$ cat config.mk
export PLATFORM = sky130hd
export DESIGN_NAME = pea_out_sel_seq_flat
export DESIGN_NICKNAME = d
export VERILOG_FILES = /design/src/rtl/pea_out_sel_seq_pkg.sv /design/src/rtl/pea_out_sel_seq_if.sv /design/src/rtl/pea_out_sel_seq_ctx_ctr.sv /design/src/rtl/pea_out_sel_seq.sv /design/src/flat_wrapper.sv
export SDC_FILE = /design/constraint.sdc
export NUM_CORES = 1
export LEC_CHECK = 0
export ABC_AREA = 1
export BUFFER_PORTS_ARGS = -buffer_cell sky130_fd_sc_hd__buf_2
export CORE_ASPECT_RATIO = 0.6
export CORE_UTILIZATION = 35
export DETAILED_ROUTE_END_ITERATION = 8
export HOLD_SLACK_MARGIN = 0.12
export SKIP_CTS_REPAIR_TIMING = 1
export SYNTH_ARGS = -nofsm -noshare
export SYNTH_HDL_FRONTEND = slang
export SYNTH_SLANG_ARGS = --single-unit
export TNS_END_PERCENT = 5
$ cat constraint.sdc
create_clock -name clk_i -period 8.35 [get_ports clk_i]
set_input_delay 2.0875 -clock clk_i [delete_from_list [all_inputs] [get_ports clk_i]]
set_output_delay 2.0875 -clock clk_i [all_outputs]
set_load 0.02 [all_outputs]
$ cat src/rtl/pea_out_sel_seq_pkg.sv
// Shared sizes, types and helpers for the PEA output-selector context sequencer.
package pea_out_sel_seq_pkg;

  localparam int N           = 2;
  localparam int N_OUT_PEA   = N * 2;
  localparam int LOG_M       = 3;
  localparam int KMEM_SIZE   = 4;
  localparam int SEL_BITS    = KMEM_SIZE * N_OUT_PEA * LOG_M;
  localparam int N_CFG_WORDS = (SEL_BITS + 31) / 32;
  localparam int LOG_KMEM    = (KMEM_SIZE > 1) ? $clog2(KMEM_SIZE) : 1;
  localparam int CFG_ADDR_W  = $clog2(N_CFG_WORDS) + 1;
  localparam int STORE_W     = N_CFG_WORDS * 32;
  localparam int NCTX_W      = LOG_KMEM + 1;

  typedef logic [LOG_M-1:0] pea_out_sel_t;
  typedef pea_out_sel_t [N_OUT_PEA-1:0] pea_out_sel_vec_t;
  typedef enum logic {SEQ_IDLE = 1'b0, SEQ_RUN = 1'b1} pea_out_seq_state_e;

  // Context i, output j lives at bits [(i*N_OUT_PEA+j)*LOG_M +: LOG_M] of the store.
  function automatic pea_out_sel_vec_t pick_ctx(input logic [STORE_W-1:0] store,
                                                input logic [LOG_KMEM-1:0] ctx);
    pea_out_sel_vec_t v;
    for (int j = 0; j < N_OUT_PEA; j++) begin
      v[j] = store[(int'(ctx) * N_OUT_PEA + j) * LOG_M +: LOG_M];
    end
    return v;
  endfunction

  function automatic logic [NCTX_W-1:0] eff_n_ctx(input logic [NCTX_W-1:0] n);
    if (n == NCTX_W'(0)) begin
      return NCTX_W'(1);
    end else if (n > NCTX_W'(KMEM_SIZE)) begin
      return NCTX_W'(KMEM_SIZE);
    end else begin
      return n;
    end
  endfunction

  function automatic logic [15:0] eff_period(input logic [15:0] p);
    return (p == 16'd0) ? 16'd1 : p;
  endfunction

endpackage

$ cat src/rtl/pea_out_sel_seq_if.sv
// Config-word write bus into the selector store, with the reject pulse back to the host.
interface pea_out_sel_seq_if;
  import pea_out_sel_seq_pkg::*;

  logic                  cfg_we_i;
  logic [CFG_ADDR_W-1:0] cfg_addr_i;
  logic [31:0]           cfg_wdata_i;
  logic                  cfg_err_o;

  modport master (output cfg_we_i, output cfg_addr_i, output cfg_wdata_i, input cfg_err_o);
  modport slave  (input cfg_we_i, input cfg_addr_i, input cfg_wdata_i, output cfg_err_o);
endinterface

$ cat src/rtl/pea_out_sel_seq_ctx_ctr.sv
// Period counter feeding a wrapping context counter; exposes both the registered and next context.
module pea_out_sel_ctx_ctr
  import pea_out_sel_seq_pkg::*;
(
  input  logic                clk_i,
  input  logic                rst_i,
  input  logic                clr_i,
  input  logic                en_i,
  input  logic [15:0]         period_i,
  input  logic [NCTX_W-1:0]   n_ctx_i,
  output logic [LOG_KMEM-1:0] ctx_o,
  output logic [LOG_KMEM-1:0] ctx_nxt_o,
  output logic                wrap_o,
  output logic                wrap_nxt_o
);

  logic [15:0]         cnt_q, cnt_d;
  logic [LOG_KMEM-1:0] ctx_q, ctx_d;
  logic                wrap_q, wrap_d;

  // Next count/context; clear dominates, a stalled cycle holds everything.
  always_comb begin
    cnt_d  = cnt_q;
    ctx_d  = ctx_q;
    wrap_d = 1'b0;
    if (clr_i) begin
      cnt_d = 16'd0;
      ctx_d = '0;
    end else if (en_i) begin
      if (cnt_q == period_i - 16'd1) begin
        cnt_d = 16'd0;
        if (NCTX_W'(ctx_q) == n_ctx_i - NCTX_W'(1)) begin
          ctx_d  = '0;
          wrap_d = 1'b1;
        end else begin
          ctx_d = ctx_q + LOG_KMEM'(1);
        end
      end else begin
        cnt_d = cnt_q + 16'd1;
      end
    end else begin
      cnt_d = cnt_q;
    end
  end

  // Counter state registers.
  always_ff @(posedge clk_i) begin
    if (rst_i) begin
      cnt_q  <= 16'd0;
      ctx_q  <= '0;
      wrap_q <= 1'b0;
    end else begin
      cnt_q  <= cnt_d;
      ctx_q  <= ctx_d;
      wrap_q <= wrap_d;
    end
  end

  assign ctx_o      = ctx_q;
  assign ctx_nxt_o  = ctx_d;
  assign wrap_o     = wrap_q;
  assign wrap_nxt_o = wrap_d;

endmodule

$ cat src/rtl/pea_out_sel_seq.sv
// PEA output-selector store and context sequencer.
// PEA_OUT_SEL_SHADOW_EN: writes land in a shadow store copied to the active one in IDLE or at each wrap.
module pea_out_sel_seq
  import pea_out_sel_seq_pkg::*;
(
  input  logic                    clk_i,
  input  logic                    rst_i,
  pea_out_sel_seq_if.slave        cfg,
  input  logic                    start_i,
  input  logic                    stop_i,
  input  logic                    stall_i,
  input  logic [NCTX_W-1:0]       n_ctx_i,
  input  logic [15:0]             ctx_period_i,
  output pea_out_sel_vec_t        sel_output_o,
  output logic [LOG_KMEM-1:0]     ctx_idx_o,
  output logic                    busy_o,
  output logic                    ctx_wrap_o
);

  pea_out_seq_state_e  state_q;
  logic [STORE_W-1:0]  active_q, active_d;
  pea_out_sel_vec_t    sel_q;
  logic                busy_q, err_q, err_d;
  logic [15:0]         period_q;
  logic [NCTX_W-1:0]   n_ctx_q;
  logic                run_s, in_range_s, wr_ok_s, ctr_clr_s, ctr_en_s, wrap_nxt_s;
  logic [LOG_KMEM-1:0] ctx_nxt_s;
  logic [STORE_W-1:0]  wr_base_s, wr_store_s;

  // Control decode shared by the store and the counter.
  always_comb begin
    run_s      = (state_q == SEQ_RUN);
    in_range_s = (cfg.cfg_addr_i < CFG_ADDR_W'(N_CFG_WORDS));
    wr_ok_s    = cfg.cfg_we_i && in_range_s;
    ctr_clr_s  = !run_s || stop_i;
    ctr_en_s   = run_s && !stall_i;
  end

  // Merge the incoming config word into whichever store receives writes.
  always_comb begin
    wr_store_s = wr_base_s;
    for (int k = 0; k < N_CFG_WORDS; k++) begin
      wr_store_s[32*k +: 32] = (wr_ok_s && (cfg.cfg_addr_i == CFG_ADDR_W'(k)))
                               ? cfg.cfg_wdata_i : wr_base_s[32*k +: 32];
    end
  end

`ifdef PEA_OUT_SEL_SHADOW_EN
  logic [STORE_W-1:0] shadow_q;

  // Active store follows the shadow in IDLE and only refreshes on a wrap in RUN.
  always_comb begin
    wr_base_s = shadow_q;
    err_d     = cfg.cfg_we_i && !in_range_s;
    if (!run_s || wrap_nxt_s) begin
      active_d = wr_store_s;
    end else begin
      active_d = active_q;
    end
  end

  // Shadow store register.
  always_ff @(posedge clk_i) begin
    if (rst_i) begin
      shadow_q <= '0;
    end else begin
      shadow_q <= wr_store_s;
    end
  end
`else
  // Single store: writes only take effect while IDLE.
  always_comb begin
    wr_base_s = active_q;
    err_d     = cfg.cfg_we_i && (!in_range_s || run_s);
    if (run_s) begin
      active_d = active_q;
    end else begin
      active_d = wr_store_s;
    end
  end
`endif

  pea_out_sel_ctx_ctr u_ctr (
    .clk_i      (clk_i),
    .rst_i      (rst_i),
    .clr_i      (ctr_clr_s),
    .en_i       (ctr_en_s),
    .period_i   (period_q),
    .n_ctx_i    (n_ctx_q),
    .ctx_o      (ctx_idx_o),
    .ctx_nxt_o  (ctx_nxt_s),
    .wrap_o     (ctx_wrap_o),
    .wrap_nxt_o (wrap_nxt_s)
  );

  // Sequencer FSM, store and selector registers; selectors use the same next context as ctx_idx_o.
  always_ff @(posedge clk_i) begin
    if (rst_i) begin
      state_q  <= SEQ_IDLE;
      busy_q   <= 1'b0;
      err_q    <= 1'b0;
      sel_q    <= '0;
      active_q <= '0;
      period_q <= 16'd1;
      n_ctx_q  <= NCTX_W'(1);
    end else begin
      active_q <= active_d;
      err_q    <= err_d;
      sel_q    <= pick_ctx(active_d, ctx_nxt_s);
      case (state_q)
        SEQ_IDLE: begin
          if (start_i && !stop_i) begin
            state_q  <= SEQ_RUN;
            busy_q   <= 1'b1;
            period_q <= eff_period(ctx_period_i);
            n_ctx_q  <= eff_n_ctx(n_ctx_i);
          end else begin
            busy_q <= 1'b0;
          end
        end
        SEQ_RUN: begin
          if (stop_i) begin
            state_q <= SEQ_IDLE;
            busy_q  <= 1'b0;
          end else begin
            busy_q <= 1'b1;
          end
        end
        default: begin
          state_q <= SEQ_IDLE;
          busy_q  <= 1'b0;
        end
      endcase
    end
  end

  assign sel_output_o  = sel_q;
  assign busy_o        = busy_q;
  assign cfg.cfg_err_o = err_q;

endmodule

$ cat src/flat_wrapper.sv
// flat-port wrapper written by rule: the top's interface ports become plain ports
module pea_out_sel_seq_flat import pea_out_sel_seq_pkg::*;
  (clk_i, rst_i, start_i, stop_i, stall_i, n_ctx_i, ctx_period_i, sel_output_o, ctx_idx_o, busy_o, ctx_wrap_o, cfg_cfg_we_i, cfg_cfg_addr_i, cfg_cfg_wdata_i, cfg_cfg_err_o);
  pea_out_sel_seq_if cfg_i ();
  input  logic clk_i;
  input  logic rst_i;
  input  logic start_i;
  input  logic stop_i;
  input  logic stall_i;
  input  logic [NCTX_W-1:0] n_ctx_i;
  input  logic [15:0] ctx_period_i;
  output pea_out_sel_vec_t sel_output_o;
  output logic [LOG_KMEM-1:0] ctx_idx_o;
  output logic busy_o;
  output logic ctx_wrap_o;
  input wire logic [$bits(cfg_i.cfg_we_i)-1:0] cfg_cfg_we_i;
  input wire logic [$bits(cfg_i.cfg_addr_i)-1:0] cfg_cfg_addr_i;
  input wire logic [$bits(cfg_i.cfg_wdata_i)-1:0] cfg_cfg_wdata_i;
  output wire logic [$bits(cfg_i.cfg_err_o)-1:0] cfg_cfg_err_o;
  assign cfg_i.cfg_we_i = cfg_cfg_we_i;
  assign cfg_i.cfg_addr_i = cfg_cfg_addr_i;
  assign cfg_i.cfg_wdata_i = cfg_cfg_wdata_i;
  assign cfg_cfg_err_o = cfg_i.cfg_err_o;
  pea_out_sel_seq u_core (.clk_i(clk_i), .rst_i(rst_i), .cfg(cfg_i), .start_i(start_i), .stop_i(stop_i), .stall_i(stall_i), .n_ctx_i(n_ctx_i), .ctx_period_i(ctx_period_i), .sel_output_o(sel_output_o), .ctx_idx_o(ctx_idx_o), .busy_o(busy_o), .ctx_wrap_o(ctx_wrap_o));
endmodule
; Word level (Yosys, flattened, before mapping)
; Index checks and enable logic that the tools add are counted.
[word_totals]
register_bits = 116
latchBits = 0
ram_bits = 0
rom_bits = 0
in_bits = 59
out_inout_bits = 17
elab_cells = 68
memories = 0
[op_classes]
add_sub_neg = 7
multipliers = 4
n_div = 0
order_cmp = 2
n_eq_ne = 3
shifts = 4
mux = 15
bitwise_logic = 3
reduce_logical = 18
[op_table]
columns = operator, count
row1 = indexed part select 64 x 32 -> 3 bit, 4
row2 = "multiplier 32 x 3 -> 32 bit, second input constant", 3
row3 = 2-to-1 mux 32 bit, 2
row4 = 2-to-1 mux 64 bit, 1
row5 = 2-to-1 mux 16 bit, 2
row6 = "adder 16 x 1 -> 16 bit, second input constant", 1
row7 = equality test 16 bit, 1
row8 = logical NOT 16 bit, 1
row9 = "subtractor 16 x 1 -> 16 bit, second input constant", 1
row10 = "adder 4 x 2 -> 5 bit, second input constant", 2
row11 = 2-to-1 mux 2 bit, 4
row12 = logical AND 1 bit, 6
row13 = 2-to-1 mux 3 bit, 2
row14 = "adder 4 x 1 -> 5 bit, second input constant", 1
row15 = logical NOT 1 bit, 4
row16 = "multiplier 2 x 2 -> 4 bit, second input constant", 1
row17 = OR reduction 4 bit, 1
row18 = equality test 2 x 3 -> 1 bit, 1
row19 = "> comparator 3 bit, second input constant", 1
row20 = logical NOT 3 bit, 1
row21 = 2-to-1 mux 1 bit, 3
row22 = NOT 1 bit, 3
row23 = "subtractor 3 x 1 -> 3 bit, second input constant", 1
row24 = "adder 2 x 1 -> 2 bit, second input constant", 1
row25 = 7 further kinds, 8

; Logic depth before layout (Yosys ltp)
; Gate-level depths: netlist of run 1.
[logic_depth]
depth_word = 9
depth_mapped = 24

; Hierarchy
; From an unflattened synthesis of run 1, not the netlist that was laid out.
[unflattened]
cells_unflattened = 744
area_unflattened_um2 = 5099.9
[modules_own_cells]
columns = mod, instances, cells_each, area_each_um2, seq_area_each_um2
row1 = pea_out_sel_seq, 1, 427, 3259.4, 1621.6
row2 = pea_out_sel_ctx_ctr, 1, 317, 1840.5, 380.4

; Worst setup path after synthesis of run 1
; No wires, ideal clock.
[synth_path]
path_kind = input to register
from = input stall_i
to = register u_core.sel_q, in the netlist u_core.sel_output_o[10]
setup_time_ps = 113
arrival_ps = 4240
required_ps = 8237
path_slack_ps = 3997
stages = 14
n_path_buf = 4
path_cell_list = nor2_1 -> buf_1 -> nand3_2 -> nand3_4 -> inv_2 -> buf_2 -> ha_1 -> clkbuf_1 -> clkbuf_1 -> o211ai_1 -> nand3_1 -> nand2_1 -> nand2_1 -> nand2_1
[synth_between]
elab_chain_len = 7
[synth_lines]
columns = element, line
row1 = from (decl), flat_wrapper.sv:9  ; input logic stall_i;
row2 = logical NOT 1 bit, pea_out_sel_seq.sv:36  ; ctr_en_s = run_s && !stall_i;
row3 = logical AND 1 bit, pea_out_sel_seq.sv:36
row4 = 2-to-1 mux 2 bit, pea_out_sel_seq_ctx_ctr.sv:29  ; end else if (en_i) begin
row5 = 2-to-1 mux 2 bit, pea_out_sel_seq_ctx_ctr.sv:26  ; if (clr_i) begin
row6 = via u_core.ctx_nxt_s[0], pea_out_sel_seq.sv:27  ; logic [LOG_KMEM-1:0] ctx_nxt_s;
row7 = adder 4 x 2 -> 5 bit, pea_out_sel_seq_pkg.sv:24  ; v[j] = store[(int'(ctx) * N_OUT_PEA + j) * LOG_M +: LOG_M];
row8 = multiplier 32 x 3 -> 32 bit, pea_out_sel_seq_pkg.sv:24
row9 = indexed part select 64 x 32 -> 3 bit, pea_out_sel_seq_pkg.sv:24
row10 = to (signal assigned), pea_out_sel_seq.sv:109  ; sel_q <= pick_ctx(active_d, ctx_nxt_s);
row11 = to (decl), pea_out_sel_seq.sv:22  ; pea_out_sel_vec_t sel_q;
; The timed path passes the listed nets, and every way through them passes these cells.
; A chain may end at the register's enable or synchronous reset.

; Worst setup path after layout of run 1
[layout_path]
from = input stall_i
to = register u_core.sel_q, in the netlist u_core.sel_output_o[5]
[layout_between]
elab_chain_len = 7
[layout_lines]
columns = element, line
row1 = logical NOT 1 bit, pea_out_sel_seq.sv:36
row2 = logical AND 1 bit, pea_out_sel_seq.sv:36
row3 = 2-to-1 mux 2 bit, pea_out_sel_seq_ctx_ctr.sv:29
row4 = 2-to-1 mux 2 bit, pea_out_sel_seq_ctx_ctr.sv:26
row5 = adder 4 x 1 -> 5 bit, pea_out_sel_seq_pkg.sv:24
row6 = multiplier 32 x 3 -> 32 bit, pea_out_sel_seq_pkg.sv:24
row7 = indexed part select 64 x 32 -> 3 bit, pea_out_sel_seq_pkg.sv:24
; No other way between the ends.

==> results of run 1 <==
-- layout make-up --
cell class,count,area (µm²),area share
tap,240,300,0.0388
inverter,111,417,0.0538
antenna,1,2.50,0.000323
sequential,116,2320,0.300
timing repair buffer,83,435,0.0562
clock inverter,13,133,0.0171
clock buffer,19,453,0.0585
multi-input combinational,738,3680,0.475
-- path summary, 6_finish.rpt --
kind / from / endpoint / slack [ns] / cells after the start
max reg2reg: u_core.period_q[0] / u_core.sel_output_o[5] / 3.73 / 20
max: stall_i / u_core.sel_output_o[5] / 2.95 / 12
min reg2reg: u_core.n_ctx_q[1] / u_core.n_ctx_q[1] / 0.47 / 2
min: u_core.n_ctx_q[1] / u_core.n_ctx_q[1] / 0.47 / 2
-- registers in the layout (all words and copies together) (netlist names) --
register / flops
u_core.active_q: 64
u_core.busy_o: 1
u_core.cfg.cfg_err_o: 1
u_core.n_ctx_q: 3
u_core.period_q: 16
u_core.sel_output_o: 12
u_core.u_ctr.cnt_q: 16
u_core.u_ctr.ctx_o: 2
u_core.u_ctr.wrap_o: 1
-- cells by family after synthesis --
| kind of cell | Yosys count |
|---|---|
| and+or+nand+nor | 585 |
| buffers and inverters | 161 |
| DFF | 116 |
| AOI/OAI and AO/OA | 95 |
| muxes | 36 |
| xor gates and xnor gates | 16 |
| adders and majority gates | 6 |
-- Yosys cell counts, types with 6 or more instances --
cell      count
o21ai_1       7
buf_2        11
nand4_1      36
ha_1          6
nand3_1     120
a211oi_1     11
nor2_1      148
xor2_1       10
nor3_1        9
dfxtp_1     116
nand2_1     246
clkbuf_1     32
nor4_1        6
xnor2_1       6
o211ai_1      9
a21oi_1      20
inv_1       106
mux2i_1      36
o21ai_0      43
-- power breakdown --
part / switching, mW / leakage (nW) / internal [mW]
Sequential: 0.0112 / 0.945 / 0.576
Clock: 0.276 / 0.281 / 0.452
Combinational: 0.137 / 2.79 / 0.0682
-- worst max-delay path: stages --
cell	delay, ns
buf_2	0.11
nor2_1	0.64
nand3_2	0.74
nand3_4	0.31
inv_2	0.19
ha_1	0.34
inv_1	0.72
nor2_1	0.11
a21oi_1	0.19
a21oi_1	0.08
nand2_1	0.07
a21oi_1	0.06
-- routing by layer --
layer  routed length (µm)  part of all wire  track usage
met5                   26            0.0013            0
met4                  156            0.0077       0.0610
met3                 1750             0.086       0.0620
met2                 6830              0.34        0.256
met1                11500              0.57        0.349
-- through the flow --
step / hold WS [ns] / cell area, µm²
floorplan: 0.445 / 6630
global placement: 0.459 / 7160
detailed placement: 0.463 / 7160
CTS: 0.472 / 7740
global route: 0.519 / 7740
finish: 0.473 / 7740
==> results.sh, run 1 <==
export IMPL_outcome="complete, but fails checks"
export IMPL_violations="DRC"
export IMPL_total_power_mw=1.52
export IMPL_synth_top_family_by_area="simple AND/OR/NAND/NOR gates"
export IMPL_syn_area_um2=6630
export IMPL_most_common_layout_cells="nand2_1, nor2_1, nand3_1"
export IMPL_cts_root_buf="clkbuf_16"
export IMPL_gr_total_overflow=0
export IMPL_start_util=0.362
export IMPL_final_cells=1321
export IMPL_ys_warn_count=0
export IMPL_synth_edf_count=0
export IMPL_die_w_um=180
export IMPL_htreeDepth=4
export IMPL_hp_class="reg -> reg"
export IMPL_p_leak_nw=4.02
export IMPL_hold_viol_final=0
export IMPL_cts_made_buffers=17
export IMPL_dp_cells=1288
export IMPL_avgSynthCellArea_um2=6.53
export IMPL_synth_area_leaders="dfxtp_1, nand2_1, nand3_1, nor2_1, inv_1"
export IMPL_layout_drive_gt1_share=0.126
export IMPL_first_pass_iters=9
export IMPL_hpwl_um=14800
export IMPL_grt_pass1_vias=5770
export IMPL_synth_top_area_cell="dfxtp_1"
export IMPL_critPathCaptureType="flip-flop"
export IMPL_num_vias=6621
export IMPL_setup_tns_ns=0
export IMPL_grt_pass1_wl_um=31800
export IMPL_async_flop_share=0
export IMPL_arrival_ns=5.68
export IMPL_cts_sink_count=116
export IMPL_antenna_found_initial=4
export IMPL_synth_seq_cells=116
export IMPL_dieArea_um2=19500
export IMPL_grt_usage=0.215
export IMPL_synth_fa_ha_area_frac=0.0113
export IMPL_final_common_cell="nand2_1"
export IMPL_clock_fmax_mhz=185
export IMPL_ys_flop_type="dfxtp_1"
export IMPL_die_h_um=109
export IMPL_worstMarginPinSlew_ns=0.990
export IMPL_synth_compound_area_frac=0.0823
export IMPL_crit_required_ns=8.64
export IMPL_fillerInstances=1958
export IMPL_synth_mux_area_frac=0.0544
export IMPL_crit_path_max_fanout=32
export IMPL_num_rows=38
export IMPL_grt_max_degree=82
export IMPL_synth_xor_area_frac=0.0211
export IMPL_syn_to_final_growth_pct=16.9
export IMPL_maxSlewHeadroom=0.339
export IMPL_core_area_um2=18300
export IMPL_drv_cap=0
export IMPL_clock_path_buffers=2
export IMPL_wire_per_inst_um=15.4
export IMPL_clk_pin_slew_ns=0.06
export IMPL_io_buffers=75
export IMPL_wl_um=20300
export IMPL_synth_cell_types=36
export IMPL_setup_viol=0
export IMPL_drtIter0Drc=604
export IMPL_drc=6
export IMPL_skew_ns=0.0106
export IMPL_fin_nets=1132
export IMPL_postSynthCellCount=1015
export IMPL_synth_simple_area_share=0.385
export IMPL_rsz0062_at_grt="false"
export IMPL_post_route_util=0.423
export IMPL_insertion_delay_ns=0.43
export IMPL_finalWorstSetupSlack_ns=2.95
export IMPL_post_route_min_period_ns=5.40
export IMPL_syn_nets=1080
export IMPL_slew_viol_final=0
export IMPL_irDropWorstVdd_mv=0.145
export IMPL_synth_top_cell_area_share=0.350
export IMPL_startpoint_type="primary input"
export IMPL_ant_nets=0
export IMPL_dp_slack_ns=2.64
export IMPL_power_density_nw_per_um2=196
export IMPL_finalCritPeriodShare=0.646
export IMPL_crit_type="in -> reg"
export IMPL_synth_seq_area_share=0.350
export IMPL_viasPerCell=5.01
export IMPL_cts_tree="built"
export IMPL_num_io_pins=76
export IMPL_gp_congestion=0.933
Note: power is estimated with default switching activity, not from simulation.
==> run 2: changes to the inputs <==
clock period = 4.75 ns   (was 8.35 ns; I/O delays follow)
==> results.sh, run 2 (synthesis results as in run 1) <==
export IMPL_outcome="complete, but fails checks"
export IMPL_violations="DRC"
export IMPL_setup_tns_ns=0
export IMPL_core_area_um2=18300
export IMPL_worstPathCellList="inv_2 -> ha_1 -> nand2_1 -> nor2_1 -> nand2_1 -> a21oi_1 -> nand2_1 -> nor2_1 -> nand3_1 -> nor2_2 -> nand2_2 -> nand2_4 -> nand3_4 -> inv_2 -> ha_1 -> inv_1 -> buf_4 -> nor2_1 -> a21oi_1 -> a21oi_1 -> nand2_1 -> a21oi_1"
export IMPL_wl_um=20700
export IMPL_htreeDepth=4
export IMPL_wire_per_inst_um=15.6
export IMPL_layout_drive_gt1_share=0.128
export IMPL_drc=12
export IMPL_cts_tree="built"
export IMPL_maxSlewHeadroom=0.403
export IMPL_arrival_ns=4.21
export IMPL_crit_required_ns=5.04
export IMPL_critPathMaxStageDelay_ns=0.35
export IMPL_insertion_delay_ns=0.42
export IMPL_grt_use_met2=0.260
export IMPL_worstMarginPinSlew_ns=0.888
export IMPL_hp_class="reg -> reg"
export IMPL_reg_largest_list="u_core.active_q (64), u_core.period_q (16), u_core.u_ctr.cnt_q (16)"
export IMPL_slew_viol_final=0
export IMPL_syn_to_final_growth_pct=16.8
export IMPL_start_util=0.362
export IMPL_crit_slowest_cell="dfxtp_1"
export IMPL_die_w_um=180
export IMPL_rsz0062_at_grt="false"
export IMPL_hpwl_um=15400
export IMPL_use_met1=0.358
export IMPL_fillerInstances=1935
export IMPL_grt_usage=0.220
export IMPL_dieArea_um2=19500
export IMPL_setup_viol=0
export IMPL_largest_register="u_core.active_q"
export IMPL_cts_root_buf="clkbuf_16"
export IMPL_largest_register_ff_count=64
export IMPL_fin_nets=1141
export IMPL_grt_pass1_wl_um=33100
export IMPL_critPathCaptureType="flip-flop"
export IMPL_drtIter0Drc=660
export IMPL_first_pass_iters=8
export IMPL_finalCritPeriodShare=0.824
export IMPL_cts_made_buffers=17
export IMPL_power_density_nw_per_um2=329
export IMPL_viasPerCell=5.08
export IMPL_final_cells=1329
export IMPL_crit_path_max_fanout=32
export IMPL_grt_pass1_vias=5874
export IMPL_most_common_layout_cells="nand2_1, nor2_1, nand3_1"
export IMPL_irDropWorstVdd_mv=0.278
export IMPL_clock_fmax_mhz=256
export IMPL_num_io_pins=76
export IMPL_gr_total_overflow=0
export IMPL_num_rows=38
export IMPL_io_buffers=75
export IMPL_drv_cap=0
export IMPL_cts_sink_count=116
export IMPL_clk_pin_slew_ns=0.06
export IMPL_skew_ns=0.0112
export IMPL_grt_max_degree=44
export IMPL_num_vias=6752
export IMPL_ant_nets=0
export IMPL_p_leak_nw=4.04
export IMPL_grt_busiest_layer="met1"
export IMPL_die_h_um=109
export IMPL_startpoint_type="flip-flop"
export IMPL_final_common_cell="nand2_1"
export IMPL_post_route_min_period_ns=3.91
export IMPL_grt_use_met3=0.0728
export IMPL_clock_path_buffers=2
export IMPL_dp_cells=1297
export IMPL_hold_viol_final=0
export IMPL_crit_type="reg -> reg"
export IMPL_gp_congestion=0.927
export IMPL_antenna_found_initial=2
run 2: cell count changes in the layout (fill, tap and decap cells not counted), sizes merged:
cell      change
clkbuf        +5
bufinv        -2
inv           -1
diode         +1
buf           +9
clkinvlp      -4
run 2: power breakdown:
| group | internal, mW | leakage, nW | switching [mW] | total (mW) |
|---|---|---|---|---|
| clock | 0.695 | 0.259 | 0.453 | 1.15 |
| sequential | 1.01 | 0.945 | 0.0202 | 1.03 |
| combinational | 0.122 | 2.83 | 0.242 | 0.364 |
| total | 1.83 | 4.04 | 0.715 | 2.55 |
run 2: worst paths after layout:
kind,start,endpoint,slack [ns],cells past startpoint
worst max-delay path,u_core.period_q[0],u_core.sel_output_o[4],0.84,22
worst min register to register,u_core.n_ctx_q[1],u_core.n_ctx_q[1],0.47,2
worst max register to register,u_core.period_q[0],u_core.sel_output_o[4],0.84,22
worst min-delay path,u_core.n_ctx_q[1],u_core.n_ctx_q[1],0.47,2
run 2: worst max-delay path: cells and delay by family, from the launching register on:
| family | cells | cell delay, ns |
|---|---|---|
| AOI/OAI and AO/OA | 4 | 0.45 |
| and+or+nand+nor | 12 | 1.77 |
| buffers and inverters | 4 | 0.74 |
| DFF | 1 | 0.35 |
| adders and majority gates | 2 | 0.47 |
run 2: layout make-up:
| cell class | instances | area [µm²] | share of cell area |
|---|---|---|---|
| Tap cell | 240 | 300 | 0.0388 |
| Clock buffer | 24 | 482 | 0.0622 |
| Clock inverter | 6 | 30.0 | 0.00388 |
| Antenna cell | 2 | 5.00 | 0.000647 |
| Inverter | 111 | 417 | 0.0538 |
| Multi-Input combinational cell | 738 | 3680 | 0.476 |
| Timing Repair Buffer | 92 | 503 | 0.0650 |
| Sequential cell | 116 | 2320 | 0.300 |
run 2: metal layers:
layer  up-vias  wire length [µm]  share of wire
met5         -                13        0.00063
met4         2               123         0.0059
met3        11              1970          0.095
met2       290              6910           0.33
met1      3021             11700           0.56
li1       3428                 -              -
run 2: per-stage QoR:
| step | setup WS [ns] | utilization | cell area (µm²) | hold WS [ns] | total power, mW |
|---|---|---|---|---|---|
| after floorplan | 1.30 | - | 6630 | 0.445 | 1.29 |
| after global routing | 0.482 | 0.423 | 7740 | 0.509 | 2.66 |
| after global placement | 0.950 | 0.395 | 7220 | 0.458 | 1.41 |
| final | 0.838 | 0.423 | 7740 | 0.468 | 2.55 |
| after detailed placement | 0.847 | 0.395 | 7220 | 0.465 | 1.41 |
| after CTS | 0.941 | 0.423 | 7730 | 0.472 | 2.56 |
==> run 3: changes to the inputs <==
clock period = 3.13 ns   (was 4.75 ns; I/O delays follow)
==> results.sh, run 3 (synthesis results as in run 1) <==
export IMPL_num_io_pins=76
export IMPL_largest_register="u_core.active_q"
export IMPL_die_w_um=180
export IMPL_reg_largest_list="u_core.active_q (64), u_core.period_q (16), u_core.u_ctr.cnt_q (16)"
export IMPL_crit_path_max_fanout=23
export IMPL_dieArea_um2=19500
export IMPL_slew_viol_final=0
export IMPL_arrival_ns=3.26
export IMPL_antennaDiodeCount=0
export IMPL_p_leak_nw=4.15
export IMPL_drv_cap=0
export IMPL_io_buffers=75
export IMPL_cpMostUsedCell="nand2_1"
export IMPL_core_area_um2=18300
export IMPL_outcome="complete, but fails checks"
export IMPL_final_common_cell="nand2_1"
export IMPL_fin_nets=1158
export IMPL_hpwl_um=15000
export IMPL_violations="DRC"
export IMPL_cts_root_buf="clkbuf_16"
export IMPL_hold_ws_ns=0.471
export IMPL_worstMarginPinSlew_ns=0.851
export IMPL_ant_nets=0
export IMPL_maxSlewHeadroom=0.427
export IMPL_num_vias=6847
export IMPL_largest_register_ff_count=64
export IMPL_cts_made_buffers=17
export IMPL_die_h_um=109
export IMPL_grt_pass1_vias=5802
export IMPL_insertion_delay_ns=0.41
export IMPL_final_area_um2=8060
export IMPL_grt_max_degree=82
export IMPL_finalCritPeriodShare=0.946
export IMPL_skew_ns=0.0112
export IMPL_most_common_layout_cells="nand2_1, nor2_1, nand3_1"
export IMPL_gr_total_overflow=0
export IMPL_gp_congestion=0.923
export IMPL_power_density_nw_per_um2=490
export IMPL_drc=6
export IMPL_irDropWorstVdd_mv=0.312
export IMPL_clk_pin_slew_ns=0.06
export IMPL_startpoint_type="flip-flop"
export IMPL_grt_pass1_wl_um=32300
export IMPL_wire_per_inst_um=15.4
export IMPL_wl_um=20700
export IMPL_clock_path_buffers=2
export IMPL_post_route_min_period_ns=2.96
export IMPL_critPathMaxStageDelay_ns=0.39
export IMPL_crit_required_ns=3.43
export IMPL_critPathCaptureType="flip-flop"
export IMPL_worstPathCellList="nor2_2 -> nand2_1 -> nor2_4 -> buf_4 -> nand3_1 -> nand2_1 -> nand4_1 -> nor2_2 -> nand2_1 -> nand2_1 -> nand2_1 -> a21boi_2 -> ha_4 -> buf_4 -> nand3_1 -> nand3_1 -> nand3_1 -> nand2_1"
export IMPL_cts_tree="built"
export IMPL_start_util=0.362
export IMPL_clock_fmax_mhz=338
export IMPL_drtIter0Drc=865
export IMPL_hold_viol_final=0
export IMPL_num_rows=38
export IMPL_crit_slowest_cell="dfxtp_1"
export IMPL_hp_class="reg -> reg"
export IMPL_total_power_mw=3.95
export IMPL_dp_cells=1311
export IMPL_first_pass_iters=7
export IMPL_viasPerCell=5.09
export IMPL_post_dp_cell_area_um2=7380
export IMPL_antenna_found_initial=0
export IMPL_crit_type="reg -> reg"
export IMPL_grt_usage=0.214
export IMPL_cts_sink_count=116
export IMPL_layout_drive_gt1_share=0.174
export IMPL_syn_to_final_growth_pct=21.7
export IMPL_htreeDepth=4
export IMPL_setup_viol=0
export IMPL_final_cells=1346
## run 3: cell types whose count changed in the layout (fill, tap and decap cells not counted), moves of 4 or more
cell,change
clkbuf_1,-4
inv_6,+4
nand2_2,+5
buf_12,+4
dfxtp_1,-4
nor2_4,+4
dfxtp_2,+4
buf_4,+12
clkinvlp_4,+6
nand2_1,-6
nor2_2,+8
nor2_1,-12
## run 3: cell type report
cell class	count	area, µm²
Sequential cell	116	2330
Inverter	111	417
Fill cell	1932	10200
Clock inverter	14	104
Multi-Input combinational cell	738	3790
Tap cell	240	300
Clock buffer	18	439
Timing Repair Buffer	109	684
## run 3: layer usage
metal,routed length [µm],track usage,vias to the layer above
li1,-,-,3460
met1,11700,0.364,3093
met2,7030,0.253,280
met3,1900,0.0421,14
met4,110,0.0450,0
met5,0,0,-
## run 3: final timing paths
check / slack (ns) / cells past startpoint / end / start
worst min-delay path: 0.47 / 2 / u_core.n_ctx_q[1] / u_core.n_ctx_q[1]
worst min register to register: 0.47 / 2 / u_core.n_ctx_q[1] / u_core.n_ctx_q[1]
worst max register to register: 0.17 / 18 / u_core.sel_output_o[10] / u_core.period_q[7]
worst max-delay path: 0.17 / 18 / u_core.sel_output_o[10] / u_core.period_q[7]
## run 3: power breakdown
part	internal (mW)	switching, mW
Sequential	1.54	0.0336
Clock	1.04	0.754
Combinational	0.208	0.383
## run 3: through the flow
step                      setup slack (ns)  TNS, ns  utilization
final                                0.169        0        0.440
after global routing               -0.0583   -0.128        0.440
after CTS                           0.0705        0        0.433
after detailed placement            0.0931        0        0.403
after global placement               0.111        0        0.403
after floorplan                     0.0589        0            -
## run 3: critical path, delay by kind of cell (launching register included)
| kind | cells | cell delay (ns) |
|---|---|---|
| adders and majority gates | 1 | 0.25 |
| buffers and inverters | 2 | 0.36 |
| and+or+nand+nor | 14 | 1.59 |
| AOI/OAI and AO/OA | 1 | 0.25 |
| DFF | 1 | 0.39 |
